$ cat src/rtl/tone_decoder.sv
// tone_decoder: measures half-periods of a square-wave input and decodes them into melody note codes
module tone_decoder #(
  parameter int TOL = 8,
  parameter int MATCH_N = 4,
  parameter int TIMEOUT = 4000
) (
  input  logic        clk,
  input  logic        rst,
  input  logic        enable,
  input  logic        sig_in,
  output logic [3:0]  note,
  output logic        note_valid,
  output logic        note_change,
  output logic [11:0] period
);
  typedef enum logic [1:0] {IDLE, SYNC, TRACK} state_t;
  localparam logic [11:0] H [1:9] = '{12'd857, 12'd958, 12'd1017, 12'd1137, 12'd1283,
                                      12'd1437, 12'd1525, 12'd1713, 12'd1924};
  state_t state, state_nx;
  logic s1, s2, s3, edge_det, timeout, meas;
  logic [11:0] cnt;
  logic [3:0] cls, cls_nx, cand, mcnt, mcnt_nx;
  assign edge_det = s2 ^ s3;
  assign timeout = state == TRACK && !edge_det && cnt == 12'(TIMEOUT);
  assign mcnt_nx = cls == cand ? (mcnt == 4'd15 ? mcnt : mcnt + 4'd1) : 4'd1;
  // scanning downward lets the lowest matching code overwrite higher ones
  always_comb begin
    cls_nx = '0;
    for (int c = 9; c >= 1; c--)
      if ((cnt > H[c] ? cnt - H[c] : H[c] - cnt) <= 12'(TOL)) cls_nx = 4'(c);
  end
  always_comb begin
    state_nx = !enable ? IDLE : state == IDLE ? SYNC : (state == SYNC && edge_det) ? TRACK :
               timeout ? SYNC : state;
  end
  always_ff @(posedge clk) state <= !rst ? IDLE : state_nx;
  always_ff @(posedge clk) begin
    if (!rst) begin
      {s1, s2, s3, meas, note_change, note_valid} <= '0;
      cnt <= '0;
      cls <= '0;
      cand <= '0;
      mcnt <= '0;
      note <= '0;
      period <= '0;
    end else begin
      s1 <= sig_in;
      s2 <= s1;
      s3 <= s2;
      note_change <= 1'b0;
      meas <= 1'b0;
      if (!enable || state == IDLE) begin
        cnt <= '0;
        cls <= '0;
        cand <= '0;
        mcnt <= '0;
        note <= '0;
        note_valid <= 1'b0;
        period <= '0;
      end else begin
        cnt <= edge_det ? 12'd1 : state == SYNC ? 12'd0 : cnt == 12'hfff ? cnt : cnt + 12'd1;
        if (state == TRACK && edge_det) begin
          period <= cnt;
          cls <= cls_nx;
          meas <= 1'b1;
        end
        if (timeout) begin
          note <= '0;
          note_valid <= 1'b0;
          note_change <= note != 4'd0;
          cand <= '0;
          mcnt <= '0;
        end else if (meas) begin
          cand <= cls;
          mcnt <= mcnt_nx;
          if (mcnt_nx >= 4'(MATCH_N) && cls != note) begin
            note <= cls;
            note_valid <= cls != 4'd0;
            note_change <= 1'b1;
          end
        end
      end
    end
  end
endmodule

$ cat config.mk
export PLATFORM = sky130hd
export DESIGN_NAME = tone_decoder
export DESIGN_NICKNAME = d
export VERILOG_FILES = /design/src/rtl/tone_decoder.sv
export SDC_FILE = /design/constraint.sdc
export NUM_CORES = 1
export LEC_CHECK = 0
export ABC_AREA = 1
export CAP_MARGIN = 20
export CORE_MARGIN = 2
export CORE_UTILIZATION = 30
export DETAILED_ROUTE_END_ITERATION = 6
export PLACE_DENSITY = 0.47
export SYNTH_ARGS = -nofsm -noshare
export SYNTH_HDL_FRONTEND = slang
export SYNTH_SLANG_ARGS = --single-unit
$ cat constraint.sdc
create_clock -name clk -period 3.35 [get_ports clk]
set_input_delay 0.67 -clock clk [delete_from_list [all_inputs] [get_ports clk]]
set_output_delay 0.67 -clock clk [all_outputs]
set_load 0.05 [all_outputs]
---- Yosys cells after proc, flatten, opt, wreduce, memory -nomap -nowiden ----
Index checks and enable logic that the tools add are counted.
storage, ports and cells
  word-level logic and storage cells ...... 114
  register bits ........................... 48
  bits of input ports ..................... 4
  output and inout bits ................... 18
cells by class
  bitwise operators ....................... 3
  equality and inequality tests ........... 8
  multiplexer cells ....................... 30
  reduce and logical (&&, ||, !) cells .... 19
  add/subtract/negate cells ............... 20
  order comparisons ....................... 19
operators by type and width
  operator                                                          number
  less-or-equal comparator 12 x 4 -> 1 bit (second input constant)  9
  two-way mux 12 bit                                                9
  greater-than comparator 12 x 11 -> 1 bit (second input constant)  6
  subtractor 11 x 12 -> 12 bit (first input constant)               6
  subtractor 12 x 11 -> 12 bit (second input constant)              6
  two-way mux 4 bit                                                 11
  greater-than comparator 12 x 10 -> 1 bit (second input constant)  3
  subtractor 10 x 12 -> 12 bit (first input constant)               3
  subtractor 12 x 10 -> 12 bit (second input constant)              3
  equality test 12 bit (second input constant)                      2
  adder 12 x 1 -> 12 bit (second input constant)                    1
  two-way mux 1 bit                                                 8
  nonzero test 4 bit                                                2
  OR reduction 3 bit                                                2
  logical AND 1 bit                                                 5
  adder 4 x 1 -> 4 bit (second input constant)                      1
  equality test 4 bit                                               1
  equality test 4 bit (second input constant)                       1
  >= comparator 4 x 3 -> 1 bit (second input constant)              1
  two-way mux 2 bit                                                 2
  inequality test 4 bit                                             1
  AND reduction 2 bit                                               2
  OR reduction 4 bit                                                1
  inequality test 3 bit (second input constant)                     1
  other kinds (10)                                                  12

---- Depth between registers and ports, before layout ----
Gate-level depths: netlist of run 1.
  word-level depth ........................ 12
  gate-level depth with buffers ........... 20
  depth with buffers taken out ............ 19

---- Worst setup path before layout of run 1 ----
No wires, ideal clock.
  kind .................................... flip-flop to flip-flop
  start point ............................. register cnt[3]
  end point ............................... register cls[1]
  path slack .............................. 997 ps
  library setup time ...................... 70 ps
  period minus slack after synthesis ...... 2,353 ps
  data required time ...................... 3,280 ps
  data arrival time ....................... 2,283 ps
  cell stages (with the launch flop) ...... 19
  path through ............................ dfxtp_1 buf_2 inv_2 buf_2 ha_1 inv_1 o21ai_1 nand3_1 nand2_2 nand2_4 inv_2 nand2_1 nand2_1 nand2_1 nor2_1 nand4_1 nand2_1 o21bai_1 a21oi_1
between the ends
  cells in the longest elaborated chain, start to end .. 11
  elaborated cells on any way between the ends .. 48
RTL lines
  what                                                  RTL line  RTL
  start, declared                                       21        logic [11:0] cnt;
  start signal, assigned                                61        cnt <= edge_det ? 12'd1 : state == SYNC ? 12'd0 : cnt == 12'hfff ? cnt : cnt + 12'd1;
  subtractor 11 x 12 -> 12 bit (tied with other cells)  30        if ((cnt > H[c] ? cnt - H[c] : H[c] - cnt) <= 12'(TOL)) cls_nx = 4'(c);
  two-way mux 12 bit                                    30
  less-or-equal comparator 12 x 4 -> 1 bit              30
  two-way mux 4 bit (7 in a row)                        30
  two-way mux 4 bit *                                   30
  end signal, assigned                                  64        cls <= cls_nx;
  end, declared                                         22        logic [3:0] cls, cls_nx, cand, mcnt, mcnt_nx;
Every way passes the cells marked *; elsewhere a longest branch is shown, timed or not.
A chain may end at the register's enable or synchronous reset.

---- Final worst setup path of run 1 ----
  start point ............................. register cnt[1]
  end point ............................... register cls[1]
Same word-level chain as after synthesis.

==> results of run 1 <==
layer usage:
metal,vias to the layer above,share of wire [%]
li1,3866,-
met1,3575,45
met2,283,46
met3,46,6.1
met4,0,2.5
met5,-,0
path summary, 6_finish.rpt:
check                            from                  end  depth (start not counted)
hold reg to reg         s1$_SDFF_PN0_        s2$_SDFF_PN0_                          2
setup / recovery  cnt[1]$_SDFFE_PP0P_  cls[1]$_SDFFE_PP0P_                         15
setup reg to reg  cnt[1]$_SDFFE_PP0P_  cls[1]$_SDFFE_PP0P_                         15
hold / removal          s1$_SDFF_PN0_        s2$_SDFF_PN0_                          2
sequential cells by signal, indices dropped and copies added, names as in the netlist:
signal and count:
s3 1, meas 1, s1 1, note_valid 1, note 4, note_change 1
mcnt 4, cnt 12, period 12, cand 4, s2 1, cls 4
state 2
kinds of logic after synthesis:
kind of cell / after synthesis / share of synthesized area, %
compound gates: 156 / 12.9
xor+xnor: 68 / 8.96
fa+ha+maj: 18 / 3.39
buf+inv: 171 / 11.3
flops: 48 / 14.5
simple gates: 736 / 49.0
power by group:
part	leakage [nW]	internal (mW)	switching, mW
Combinational	3.39	0.0101	0.0197
Sequential	0.387	0.573	0.00126
Clock	0.0757	0.344	0.206
worst reg2reg max path: stages, from the launching register on:
cell      delay [ns]
dfxtp_1         0.46
inv_1           0.22
ha_1            0.33
o21ai_1         0.39
nand3_1         0.17
nand2_2         0.16
nand2_4         0.11
nand2_1         0.10
nand2_1         0.05
nand2_1         0.05
nand2_1         0.05
nor2_1          0.12
nand4_1         0.30
nand2_1         0.23
o21bai_1        0.08
a21oi_1         0.11
through the flow:
step	hold slack (ns)	setup WS, ns	utilization (%)	std cells
floorplan	0.390	0.997	-	1197
global placement	0.398	0.336	33.2	1487
detailed placement	0.406	0.375	33.2	1487
CTS	0.422	0.351	33.9	1493
global route	0.437	0.0360	33.9	1493
finish	0.417	0.344	33.9	1493
cell usage in the layout (no fill, tap or decap), types with 6 or more instances in the layout:
cell type / count
nand2_2: 13
nor3_1: 8
xor2_1: 60
o211ai_1: 7
a21oi_1: 59
ha_1: 18
a211oi_1: 6
nor2_2: 7
dfxtp_1: 48
buf_4: 40
nand4_1: 21
nand3_1: 114
o21ai_1: 10
xnor2_1: 8
o21ai_0: 61
nand2_1: 431
nor2_1: 110
inv_1: 106
nand2_4: 7
inv_2: 11
clkdlybuf4s50_1: 21
area by class of cell:
cell class,instances,area (µm²)
multi-input cells,978,4940
fillers,2522,14400
well taps,280,350
clock buffers,5,125
clock inverters,1,30.0
flip-flops and latches,48,961
repair buffers,61,510
inverters,120,458
==> metrics.txt, run 1 <==
# TYPE chip_impl_metric gauge
chip_impl_metric{name="antenna_found_initial",unit=""} 0
chip_impl_metric{name="grt.met3_usage",unit="%"} 2.24
chip_impl_metric{name="setup_viol_count_final",unit=""} 0
chip_impl_metric{name="remaining_drc_errors",unit=""} 0
chip_impl_metric{name="grtUsageTotal",unit="%"} 22.9
chip_impl_metric{name="antenna_cells",unit=""} 0
chip_impl_info{name="run_status",value="completed"} 1
chip_impl_metric{name="numCtsBuffers",unit=""} 5
chip_impl_metric{name="grt_pass1_vias",unit=""} 7400
chip_impl_metric{name="leak_pwr",unit="nW"} 3.85
chip_impl_info{name="cts_tree",value="built"} 1
chip_impl_metric{name="worst_skew_pair.late_latency",unit="ns"} 0.28
chip_impl_metric{name="yosysSeqAreaShare",unit="%"} 14.5
chip_impl_metric{name="data_arrival_time_at_the_worst_slack_endpoint",unit="ns"} 3.22
chip_impl_metric{name="maximum_achievable_frequency",unit="MHz"} 333
chip_impl_metric{name="layout-area-overhead-vs-synth",unit="%"} 10.9
chip_impl_info{name="timing_worst_setup_path_type",value="flop to flop"} 1
chip_impl_metric{name="maxCapViolCount",unit=""} 0
chip_impl_metric{name="clk_pin_slew_worst_paths",unit="ns"} 0.06
chip_impl_metric{name="synth.top_cell.area_share",unit="%"} 24.3
chip_impl_metric{name="warning_count_from_the_yosys_run",unit=""} 0
chip_impl_metric{name="ys_async_sr_fraction",unit="%"} 0
chip_impl_info{name="slowest_stage",value="dfxtp_1"} 1
chip_impl_metric{name="largest_net_degree_at_the_start_of_global_routing",unit=""} 29
chip_impl_metric{name="post-route-min-period",unit="ns"} 3.01
chip_impl_metric{name="final.period_utilization",unit="%"} 89.7
chip_impl_info{name="critPathMostFrequentCell",value="nand2_1"} 1
chip_impl_metric{name="routed_wl_per_cell",unit="µm"} 18.2
chip_impl_info{name="post_synth_main_area_contributors",value="nand2_1, dfxtp_1, nand3_1, xor2_1, nor2_1"} 1
chip_impl_metric{name="clkSinkCount",unit=""} 48
chip_impl_metric{name="clock_tree.buffer_depth",unit=""} 2
chip_impl_metric{name="grt_use_met1",unit="%"} 31.7
chip_impl_info{name="path_delay_family",value="simple AND/OR/NAND/NOR gates"} 1
chip_impl_metric{name="postCtsHoldBufs",unit=""} 0
chip_impl_metric{name="port_buffers",unit=""} 21
chip_impl_metric{name="synth_fp_nets",unit=""} 1219
chip_impl_metric{name="synth_edf_count",unit=""} 0
chip_impl_metric{name="post_route_cells_drive_above_1_share",unit="%"} 8.74
chip_impl_metric{name="postSynthRegisterBits",unit=""} 48
chip_impl_metric{name="avgViaCountPerCell",unit=""} 5.20
chip_impl_metric{name="place_hpwl",unit="µm"} 20700
chip_impl_metric{name="worst-endpoint-required",unit="ns"} 3.57
chip_impl_metric{name="timing.max_slew.rel_slack",unit="%"} 33.8
chip_impl_metric{name="crit_path_max_fanout",unit=""} 10
chip_impl_metric{name="stdcell_area",unit="µm²"} 7370
chip_impl_info{name="synth.top_cells.by_count",value="nand2_1, nand3_1, nor2_1"} 1
chip_impl_info{name="setup_repair_after_global_routing_missed_its_margin",value="no"} 1
chip_impl_metric{name="setup-tns-final",unit="ns"} 0
chip_impl_info{name="setup.worst_path.start_class",value="flop"} 1
chip_impl_metric{name="post-cts-setup-buffer-count",unit=""} 0
chip_impl_info{name="critical_path_cell_by_cell",value="inv_1, ha_1, o21ai_1, nand3_1, nand2_2, nand2_4, nand2_1, nand2_1, nand2_1, nand2_1, nor2_1, nand4_1, nand2_1, o21bai_1, a21oi_1"} 1
chip_impl_metric{name="gp_congestion",unit=""} 0.970
chip_impl_metric{name="placed_area",unit="µm²"} 7220
chip_impl_metric{name="detailedRoute.firstPassIterationCount",unit=""} 6
chip_impl_metric{name="detail_route.wirelength",unit="µm"} 27200
chip_impl_metric{name="regToRegSetupSlack",unit="ns"} 0.34
chip_impl_info{name="top_usage_layer",value="met2"} 1
chip_impl_metric{name="worstPathBufferInverterCount",unit=""} 1
chip_impl_metric{name="detail-route-antenna-nets",unit=""} 0
chip_impl_metric{name="avgSynthCellArea",unit="µm²"} 5.55
chip_impl_info{name="clock-root-buffer",value="clkbuf_16"} 1
chip_impl_metric{name="floorplan.initialDensity",unit="%"} 30.6
chip_impl_info{name="hp-class",value="flop to flop"} 1
chip_impl_metric{name="global_route.overflow_total",unit=""} 0
chip_impl_metric{name="cts.htree.levels",unit=""} 2
chip_impl_metric{name="fp-row-count",unit=""} 54
chip_impl_metric{name="clock-skew-final",unit="ns"} 0.00538
chip_impl_info{name="synth-main-ff-cell",value="dfxtp_1"} 1
chip_impl_metric{name="p_total",unit="mW"} 1.15
chip_impl_info{name="post-synth-top-count-cell",value="nand2_1"} 1
chip_impl_metric{name="ioPinCount",unit=""} 22
chip_impl_metric{name="hold_viol",unit=""} 0
chip_impl_metric{name="core_region_area",unit="µm²"} 21800
chip_impl_info{name="area_leader_netlist",value="nand2_1"} 1
chip_impl_metric{name="die_w",unit="µm"} 153
chip_impl_metric{name="grt.met2_usage",unit="%"} 38.2
chip_impl_metric{name="syn-cell-area",unit="µm²"} 6650
chip_impl_metric{name="timing_worst_slew_pin_value",unit="ns"} 0.991
chip_impl_info{name="endpoint_kind",value="flop"} 1
chip_impl_metric{name="worst_path_largest_cell_delay",unit="ns"} 0.46
chip_impl_metric{name="slew_viol_final",unit=""} 0
chip_impl_metric{name="drtIter0Drc",unit=""} 738
chip_impl_metric{name="number_of_nets_in_the_layout",unit=""} 1236
chip_impl_metric{name="syn_inst",unit=""} 1197
chip_impl_metric{name="number_of_vias_after_detailed_routing",unit=""} 7770
chip_impl_metric{name="cell_area_power_density",unit="nW/µm²"} 157
chip_impl_metric{name="worst_ir_drop_vdd",unit="V"} 0.000213
chip_impl_metric{name="die-height",unit="µm"} 153
chip_impl_metric{name="synth.lib_cells_used.distinct",unit=""} 46
chip_impl_metric{name="grt_first_pass_wirelength",unit="µm"} 42700
chip_impl_metric{name="cts_resized",unit=""} 0
chip_impl_metric{name="die-area",unit="µm²"} 23400
Note: power is estimated with default switching activity, not from simulation.
==> run 2: changes to the inputs <==
Settings changed: CORE_ASPECT_RATIO set to 1.75.
==> run 2 against run 1 <==
Global-route usage rose by 4.4 points. Worst setup slack worse by 0.098 ns. Core utilization increased by 0.54 points. Worst hold slack better by 0.0049 ns. Final area is 2.2% higher. Clock skew increased by 0.0094 ns. Sequential power about the same. Largest cell class unchanged. Largest power group is now clock.
==> metrics.txt, run 2 (synthesis gave the netlist of run 1 again) <==
# TYPE chip_impl_metric gauge
chip_impl_metric{name="detail_route.wirelength",unit="µm"} 31600
chip_impl_metric{name="hold-worst-slack",unit="ns"} 0.422
chip_impl_metric{name="timing_worst_slew_pin_value",unit="ns"} 0.890
chip_impl_info{name="timing_worst_setup_path_type",value="flop to flop"} 1
chip_impl_metric{name="detailedRoute.firstPassIterationCount",unit=""} 5
chip_impl_metric{name="remaining_drc_errors",unit=""} 0
chip_impl_metric{name="timing.max_slew.rel_slack",unit="%"} 40.0
chip_impl_metric{name="numCtsBuffers",unit=""} 5
chip_impl_metric{name="p_total",unit="mW"} 1.25
chip_impl_metric{name="worst_r2r_path_depth",unit=""} 17
chip_impl_metric{name="floorplan.initialDensity",unit="%"} 30.4
chip_impl_metric{name="layout.core_utilization",unit="%"} 34.4
chip_impl_metric{name="setup-tns-final",unit="ns"} 0
chip_impl_metric{name="placed_area",unit="µm²"} 7350
chip_impl_metric{name="worst_ir_drop_vdd",unit="V"} 0.000215
chip_impl_metric{name="count_of_non_filler_cells_in_the_finished_layout",unit=""} 1526
chip_impl_metric{name="grt_first_pass_wirelength",unit="µm"} 47300
chip_impl_metric{name="stdcell_area",unit="µm²"} 7540
chip_impl_metric{name="place_hpwl",unit="µm"} 24600
chip_impl_metric{name="port_buffers",unit=""} 21
chip_impl_metric{name="routed_wl_per_cell",unit="µm"} 20.7
chip_impl_metric{name="data_arrival_time_at_the_worst_slack_endpoint",unit="ns"} 3.35
chip_impl_metric{name="detail-route-antenna-nets",unit=""} 0
chip_impl_metric{name="fp-row-count",unit=""} 72
chip_impl_metric{name="worst-endpoint-required",unit="ns"} 3.59
chip_impl_metric{name="clock_tree.buffer_depth",unit=""} 2
chip_impl_metric{name="die-area",unit="µm²"} 23400
chip_impl_metric{name="maximum_achievable_frequency",unit="MHz"} 322
chip_impl_info{name="endpoint_kind",value="flop"} 1
chip_impl_metric{name="final.period_utilization",unit="%"} 92.6
chip_impl_metric{name="post-route-min-period",unit="ns"} 3.10
chip_impl_metric{name="n_fill_cell",unit=""} 2527
chip_impl_metric{name="final_critical_path_setup_slack",unit="ns"} 0.246
chip_impl_metric{name="grt_pass1_vias",unit=""} 7871
chip_impl_metric{name="global_route.overflow_total",unit=""} 0
chip_impl_info{name="layout_commonest_cell",value="nand2_1"} 1
chip_impl_metric{name="place_ws",unit="ns"} 0.276
chip_impl_metric{name="clkSinkCount",unit=""} 48
chip_impl_metric{name="number_of_vias_after_detailed_routing",unit=""} 8015
chip_impl_metric{name="die_w",unit="µm"} 117
chip_impl_info{name="setup.worst_path.start_class",value="flop"} 1
chip_impl_metric{name="min_delay_path_depth",unit=""} 2
chip_impl_metric{name="clk_pin_slew_worst_paths",unit="ns"} 0.08
chip_impl_metric{name="die-height",unit="µm"} 201
chip_impl_metric{name="setup_viol_count_final",unit=""} 0
chip_impl_metric{name="grtUsageTotal",unit="%"} 27.3
chip_impl_info{name="run_status",value="completed"} 1
chip_impl_metric{name="worst_skew_pair.late_latency",unit="ns"} 0.32
chip_impl_metric{name="gp_congestion",unit=""} 1.06
chip_impl_metric{name="area.sequential",unit="µm²"} 961
chip_impl_info{name="final_cell_mix",value="nand2_1, nand3_1, nor2_1"} 1
chip_impl_metric{name="core_region_area",unit="µm²"} 21900
chip_impl_metric{name="drtIter0Drc",unit=""} 615
chip_impl_info{name="clock-root-buffer",value="clkbuf_16"} 1
chip_impl_metric{name="layout-area-overhead-vs-synth",unit="%"} 13.4
chip_impl_metric{name="ioPinCount",unit=""} 22
chip_impl_metric{name="place_inst",unit=""} 1517
chip_impl_metric{name="avgViaCountPerCell",unit=""} 5.25
chip_impl_metric{name="cell_area_power_density",unit="nW/µm²"} 166
chip_impl_metric{name="largest_net_degree_at_the_start_of_global_routing",unit=""} 29
chip_impl_metric{name="crit_path_max_fanout",unit=""} 10
chip_impl_metric{name="cts.htree.levels",unit=""} 2
chip_impl_metric{name="clock-skew-final",unit="ns"} 0.0148
chip_impl_metric{name="leak_pwr",unit="nW"} 3.93
chip_impl_info{name="cts_tree",value="built"} 1
chip_impl_metric{name="antenna_found_initial",unit=""} 0
chip_impl_metric{name="postCtsHoldBufs",unit=""} 0
chip_impl_metric{name="multiInputGateArea",unit="µm²"} 4940
chip_impl_metric{name="hold_viol",unit=""} 0
chip_impl_info{name="biggestRegsByFlops",value="cnt (12), period (12)"} 1
chip_impl_metric{name="maxCapViolCount",unit=""} 0
chip_impl_metric{name="post_route_cells_drive_above_1_share",unit="%"} 9.93
chip_impl_info{name="hp-class",value="flop to flop"} 1
chip_impl_metric{name="slew_viol_final",unit=""} 0
chip_impl_metric{name="number_of_nets_in_the_layout",unit=""} 1250
chip_impl_info{name="setup_repair_after_global_routing_missed_its_margin",value="no"} 1
-- run 2: worst paths after layout --
check	startpoint	to	slack (ns)
max reg2reg	cnt[3]$_SDFFE_PP0P_	cls[2]$_SDFFE_PP0P_	0.25
min reg2reg	s1$_SDFF_PN0_	s2$_SDFF_PN0_	0.42
max	cnt[3]$_SDFFE_PP0P_	cls[2]$_SDFFE_PP0P_	0.25
min	s1$_SDFF_PN0_	s2$_SDFF_PN0_	0.42
-- run 2: area by class of cell --
cell class                      instances  area share [%]
Timing Repair Buffer                   75            8.33
Clock inverter                          2           0.515
Antenna cell                            1          0.0332
Tap cell                              296            4.91
Multi-Input combinational cell        978            65.5
Inverter                              120            6.07
Clock buffer                            6            1.84
Sequential cell                        48            12.7
-- run 2: timing repair --
action | 4_1_cts | 5_1_grt
setup buffers | 0 | 0
hold endpoints to repair | 0 | 0
endpoints found under the setup margin | 0 | 3
gates resized for setup | 0 | 1
-- run 2: critical path, stage by stage, from the launching register on --
cell and delay, ns:
dfxtp_1 0.34, inv_2 0.15, buf_4 0.24, ha_1 0.33, inv_1 0.10, o21ai_2 0.23, nand3_1 0.13, nand2_2 0.16
nand2_4 0.12, inv_2 0.11, nand2_1 0.05, nand2_1 0.06, nand2_1 0.05, nor2_1 0.09, nand4_1 0.37, nand2_1 0.30
o21bai_1 0.09, a21oi_1 0.11
-- run 2: report_power, final --
group          switching (mW)  internal, mW  total (mW)
Sequential            0.00141         0.573       0.574
Combinational          0.0239        0.0118      0.0357
Clock                   0.266         0.375       0.641
-- run 2: metal layers --
metal  share of wire [%]  wire length (µm)  global-route usage [%]
met5                   0                 0                       0
met4                  11              3410                    23.3
met3                 4.3              1360                    2.54
met2                  50             15900                    48.7
met1                  34             10900                    27.4
==> run 3: changes to the inputs <==
Settings changed: SETUP_SLACK_MARGIN set to 0.02.
==> results of run 3 <==
No change in the layout: final DEF, timing and power equal those of run 2.
==> variant 1, RTL diff (config.mk and constraints of run 2) <==
Re-encode `state_t` (3 states) as one-hot, 3 bits wide.
--- a/src/rtl/tone_decoder.sv
+++ b/src/rtl/tone_decoder.sv
@@ -15,3 +15,3 @@
 );
-  typedef enum logic [1:0] {IDLE, SYNC, TRACK} state_t;
+  typedef enum logic [2:0] {IDLE = 3'b001, SYNC = 3'b010, TRACK = 3'b100} state_t;
   localparam logic [11:0] H [1:9] = '{12'd857, 12'd958, 12'd1017, 12'd1137, 12'd1283,
Formal check against the unedited RTL: same outputs for any inputs over 10 cycles, from zero or initial values and one cycle with rst low; not proved beyond that.
==> variant 1 against run 2 <==
- wire length grew 1.2%
- sequential cell count rose by 1
- critical path type unchanged
- sequential share of layout area up 0.17 points
- setup slack improved by 53 ps
- global-route usage increased by 0.17 points
- total power up 0.24%
- fmax up 1.7%
- final area up 0.73%
- synthesized area shrank 0.34%
==> variant 1: results (changes against run 2) <==
[status]
status = complete, no violations

[timing]
worst_pin_slew_ps = 535  ; -355 ps
fin_skew_ps = 11.3  ; -3.53 ps

[finish]
fill_cells = 2578  ; +2.0%
nets = 1269  ; +1.5%
drive_above_1_share = 0.103  ; +0.00410
antennaDiodeCount = 0  ; -1
final-instance-count-excl-fill = 1544  ; +1.2%

[global_routing]
grt_pass1_wl_um = 47300  ; -0.10%
track_usage = 0.275  ; +0.00166
grt_max_degree = 30  ; +3.4%
grt_pass1_vias = 7905  ; +0.43%

[placement]
place_ws_ps = 337  ; +61.5 ps
hpwl_um = 25200  ; +2.1%
placed_area_um2 = 7420  ; +0.85%
place_congestion = 1.00  ; -5.5%

[drt]
drt_iter0_markers = 640  ; +4.1%
via_count = 8137  ; +1.5%
wl_per_cell_um = 20.7  ; about the same

[power]
leakagePower_uw = 0.00388  ; -1.4%
ir_worst_vdd_mv = 0.232  ; +7.9%

[yosys]
synthTopCellsByCount = nand2_1, nand3_1, nor2_1
syn_area_per_cell_um2 = 5.48  ; -1.2%
synth_warnings = 0  ; unchanged
synth.distinct_cells = 43  ; -6.5%
syn-num-nets = 1230  ; +0.90%
synth_area_leaders = nand2_1, dfxtp_1, nand3_1
yosysSeqAreaShare = 0.148  ; +0.00351

[worst_setup_path]
path_max_fanout = 8  ; -2
worstPathArrival_ps = 3270  ; -80 ps

[clock_network]
cts_buffers = 5  ; unchanged
clk_latency_ps = 300  ; -20 ps

## variant 1: cell count changes in the layout (fill, tap and decap cells not counted), sizes merged, moves of 3 or more
cell,before,now
nand2,451,468
nor3,8,11
nand4,24,21
xor2,60,55
xnor2,8,12
nor2,125,119
nand3,119,137
a21oi,60,54
buf,54,57
a211oi,6,1
## variant 1: logic make-up (layout without fill, tap and decap cells)
group,after synthesis,after routing,share of synthesized area
adders and majority gates,18,18,0.0340
xor gates and xnor gates,67,67,0.0886
AOI/OAI and AO/OA,143,143,0.118
and+or+nand+nor,762,762,0.505
DFF,49,49,0.148
buffers and inverters,169,209,0.106
## variant 1: layer usage
layer  share of wire  up-vias  GRT usage
li1                -     3946          -
met1            0.34     3672      0.282
met5               0        -          0
met2            0.51      373      0.492
met4           0.091        0      0.211
met3           0.053      146     0.0299
## variant 1: final timing paths
kind           from  slack [ps]  depth (start not counted)      to
max reg2reg  cnt[1]         300                         16  cls[3]
max          cnt[1]         300                         16  cls[3]
min              s1         420                          2      s2
min reg2reg      s1         420                          2      s2
## variant 1: critical path: stages, from the launching register on
cell and delay [ps]:
dfxtp_1 320, inv_1 210, buf_4 240, ha_1 400, inv_1 190, o21ai_0 180
buf_4 180, nand3_1 70, a21oi_1 320, nand2_1 160, nand3_1 90, nand2_1 50
nor2_1 110, nand3_1 140, nand2_1 130, nand2_1 60, a21oi_1 120
## variant 1: metrics by stage
stage | total power, µW | utilization
global placement | 660 | 0.339
CTS | 1270 | 0.347
detailed placement | 660 | 0.339
floorplan | 634 | -
finish | 1250 | 0.347
global route | 1300 | 0.347
## variant 1: cell type report
class	count	area [µm²]	area share
clock buffers	6	139	0.0183
clock inverters	2	37.5	0.00494
inverters	123	462	0.0608
multi-input cells	990	4940	0.651
flip-flops and latches	49	981	0.129
well taps	296	370	0.0488
repair buffers	78	663	0.0873
## variant 1: power by group
part	leakage (µW)	switching [µW]	total (µW)	internal, µW
clock network	0.0000831	235	608	373
registers	0.000396	2.42	588	586
logic	0.00340	40.8	58.4	17.6
total	0.00388	278	1250	976
==> variant 2, RTL diff (config.mk and constraints of run 2) <==
Made on the original files. `TOL`: 8 -> 6.
--- a/src/rtl/tone_decoder.sv
+++ b/src/rtl/tone_decoder.sv
@@ -2,3 +2,3 @@
 module tone_decoder #(
-  parameter int TOL = 8,
+  parameter int TOL = 6,
   parameter int MATCH_N = 4,
Function: no difference found for any inputs over 10 cycles, from zero or initial values and one cycle with rst low; that may be too few to reach the edited logic, so the function may still have changed.
==> variant 2 against run 2 <==
- final area increased by 2.2%
- sequential power hardly changed
- wire length shrank 0.40%
- synthesized area increased by 2.0%
- non-clock buffer count fell by 2
- largest power group unchanged
- first-iteration DRC count fell by 1.8%
- setup slack better by 30 ps
- critical endpoint unchanged
- total power increased by 3.1%
- sequential cell count did not move
==> variant 2: results (changes against run 2) <==
[worst_hold_path]
min-delay-start = s1
hp-class = flip-flop to flip-flop

[drt]
drt-pass1-iter-count = 5  ; unchanged
routed_wl_um = 31500  ; -0.40%
drt_iter0_markers = 604  ; -1.8%
vias_per_cell = 5.27  ; +0.26%

[clock_network]
cts_max_path_buffers = 2  ; unchanged
postCtsSetupBuffers = 0  ; unchanged
cts-root-buf = clkbuf_16
htree_levels = 2  ; unchanged
clk_latency_ps = 310
post_cts_resized = 0  ; unchanged
cts_buffers = 5  ; unchanged

[yosys]
synth_warnings = 0  ; unchanged
syn-num-nets = 1291  ; +5.9%
synth_area_leaders = nand2_1, dfxtp_1, nand3_1
syn_area_per_cell_um2 = 5.34  ; -3.8%
async_flop_share = 0  ; unchanged
synth.top_cell.area_share = 0.272  ; +0.0285
synthTopCellsByCount = nand2_1, nand3_1, nor2_1
synth.distinct_cells = 42  ; -8.7%
ys.flop_type = dfxtp_1
yosysSeqAreaShare = 0.142  ; -0.00280

[global_routing]
grt_pass1_wl_um = 48300  ; +2.1%
track_usage = 0.263  ; -0.00991
grt_pass1_vias = 8395  ; +6.7%
grt_antenna_before_repair = 0  ; unchanged
grt_max_degree = 28  ; -3.4%

[placement]
io_buffer_count = 21  ; unchanged
place_ws_ps = 323  ; +47.7 ps
place_congestion = 0.978  ; -7.7%
hpwl_um = 24900  ; +0.89%

[finish]
drive_above_1_share = 0.0742  ; -0.0251
final-instance-count-excl-fill = 1590  ; +4.2%
largestRegisters = cnt (12), period (12)
antennaDiodeCount = 0  ; -1

[power]
power_frac_seq = 0.445  ; -0.014
leakagePower_uw = 0.00392  ; -0.45%
ir_worst_vdd_mv = 0.204  ; -5.0%
powerComb_uw = 33.1  ; -7.3%
p_int_uw = 1010  ; +5.7%
p_switching_uw = 275  ; -5.6%

[timing]
slew-limit-headroom = 0.562  ; +0.162
fin_skew_ps = 9.16  ; -5.66 ps

[worst_setup_path]
path_max_fanout = 13  ; +3
worstPathArrival_ps = 3310  ; -40 ps
crit-reg2reg-launch = cnt[7]
path_class = flip-flop to flip-flop

[status]
status = complete, no violations

[job]
drv_cap = 0  ; unchanged

[variant 2: cell types whose count changed in the layout (fill, tap and decap cells not counted), sizes merged, moves of 3 or more]
cell    delta
nand2     +52
a211oi     -3
a21oi      -8
xor2       +8
o21ai     +11
nand3      +7
nor2       -7
nand3b     +5
xnor2      -3
nor3       +3
[variant 2: path summary, 6_finish.rpt]
check           end  slack, ps  depth (start not counted)
max          cls[2]        280                         15
max reg2reg  cls[2]        280                         15
min              s2        430                          2
min reg2reg      s2        430                          2
[variant 2: metrics by stage]
stage	instance area, µm²	hold slack, ps	util
global placement	7510	412	0.339
detailed placement	7510	412	0.339
finish	7700	426	0.348
CTS	7700	431	0.348
floorplan	6780	390	-
global route	7700	459	0.348
[variant 2: per-layer routing]
metal | track usage | up-vias | part of all wire
met3 | 0.0222 | 117 | 0.038
met4 | 0.190 | 0 | 0.082
li1 | - | 4104 | -
met5 | 0 | - | 0
met2 | 0.499 | 302 | 0.52
met1 | 0.267 | 3850 | 0.36
[variant 2: logic make-up after synthesis]
logic type | Yosys count | share of synthesized area
simple gates | 796 | 0.496
buf+inv | 177 | 0.109
compound gates | 157 | 0.126
xor+xnor | 73 | 0.0943
flops | 48 | 0.142
fa+ha+maj | 18 | 0.0332
[variant 2: critical path, cell delays in order (launching register included)]
cell and delay [ps]:
dfxtp_1 640, inv_2 150, buf_4 250, nor2_1 470, a21oi_1 180, nand2_2 180, nand2_2 190, inv_1 190
nand2_1 70, nand2_1 60, nand2_1 60, nor2_1 90, nand4_1 160, nand3_1 120, nand2_1 50, a21oi_1 130
[variant 2: layout make-up]
cell class / count / area [µm²]
clock inverters: 3 / 68.8
flip-flops and latches: 48 / 961
clock buffers: 5 / 125
multi-input cells: 1044 / 5080
repair buffers: 73 / 638
well taps: 296 / 370
inverters: 121 / 454
fillers: 2609 / 14500
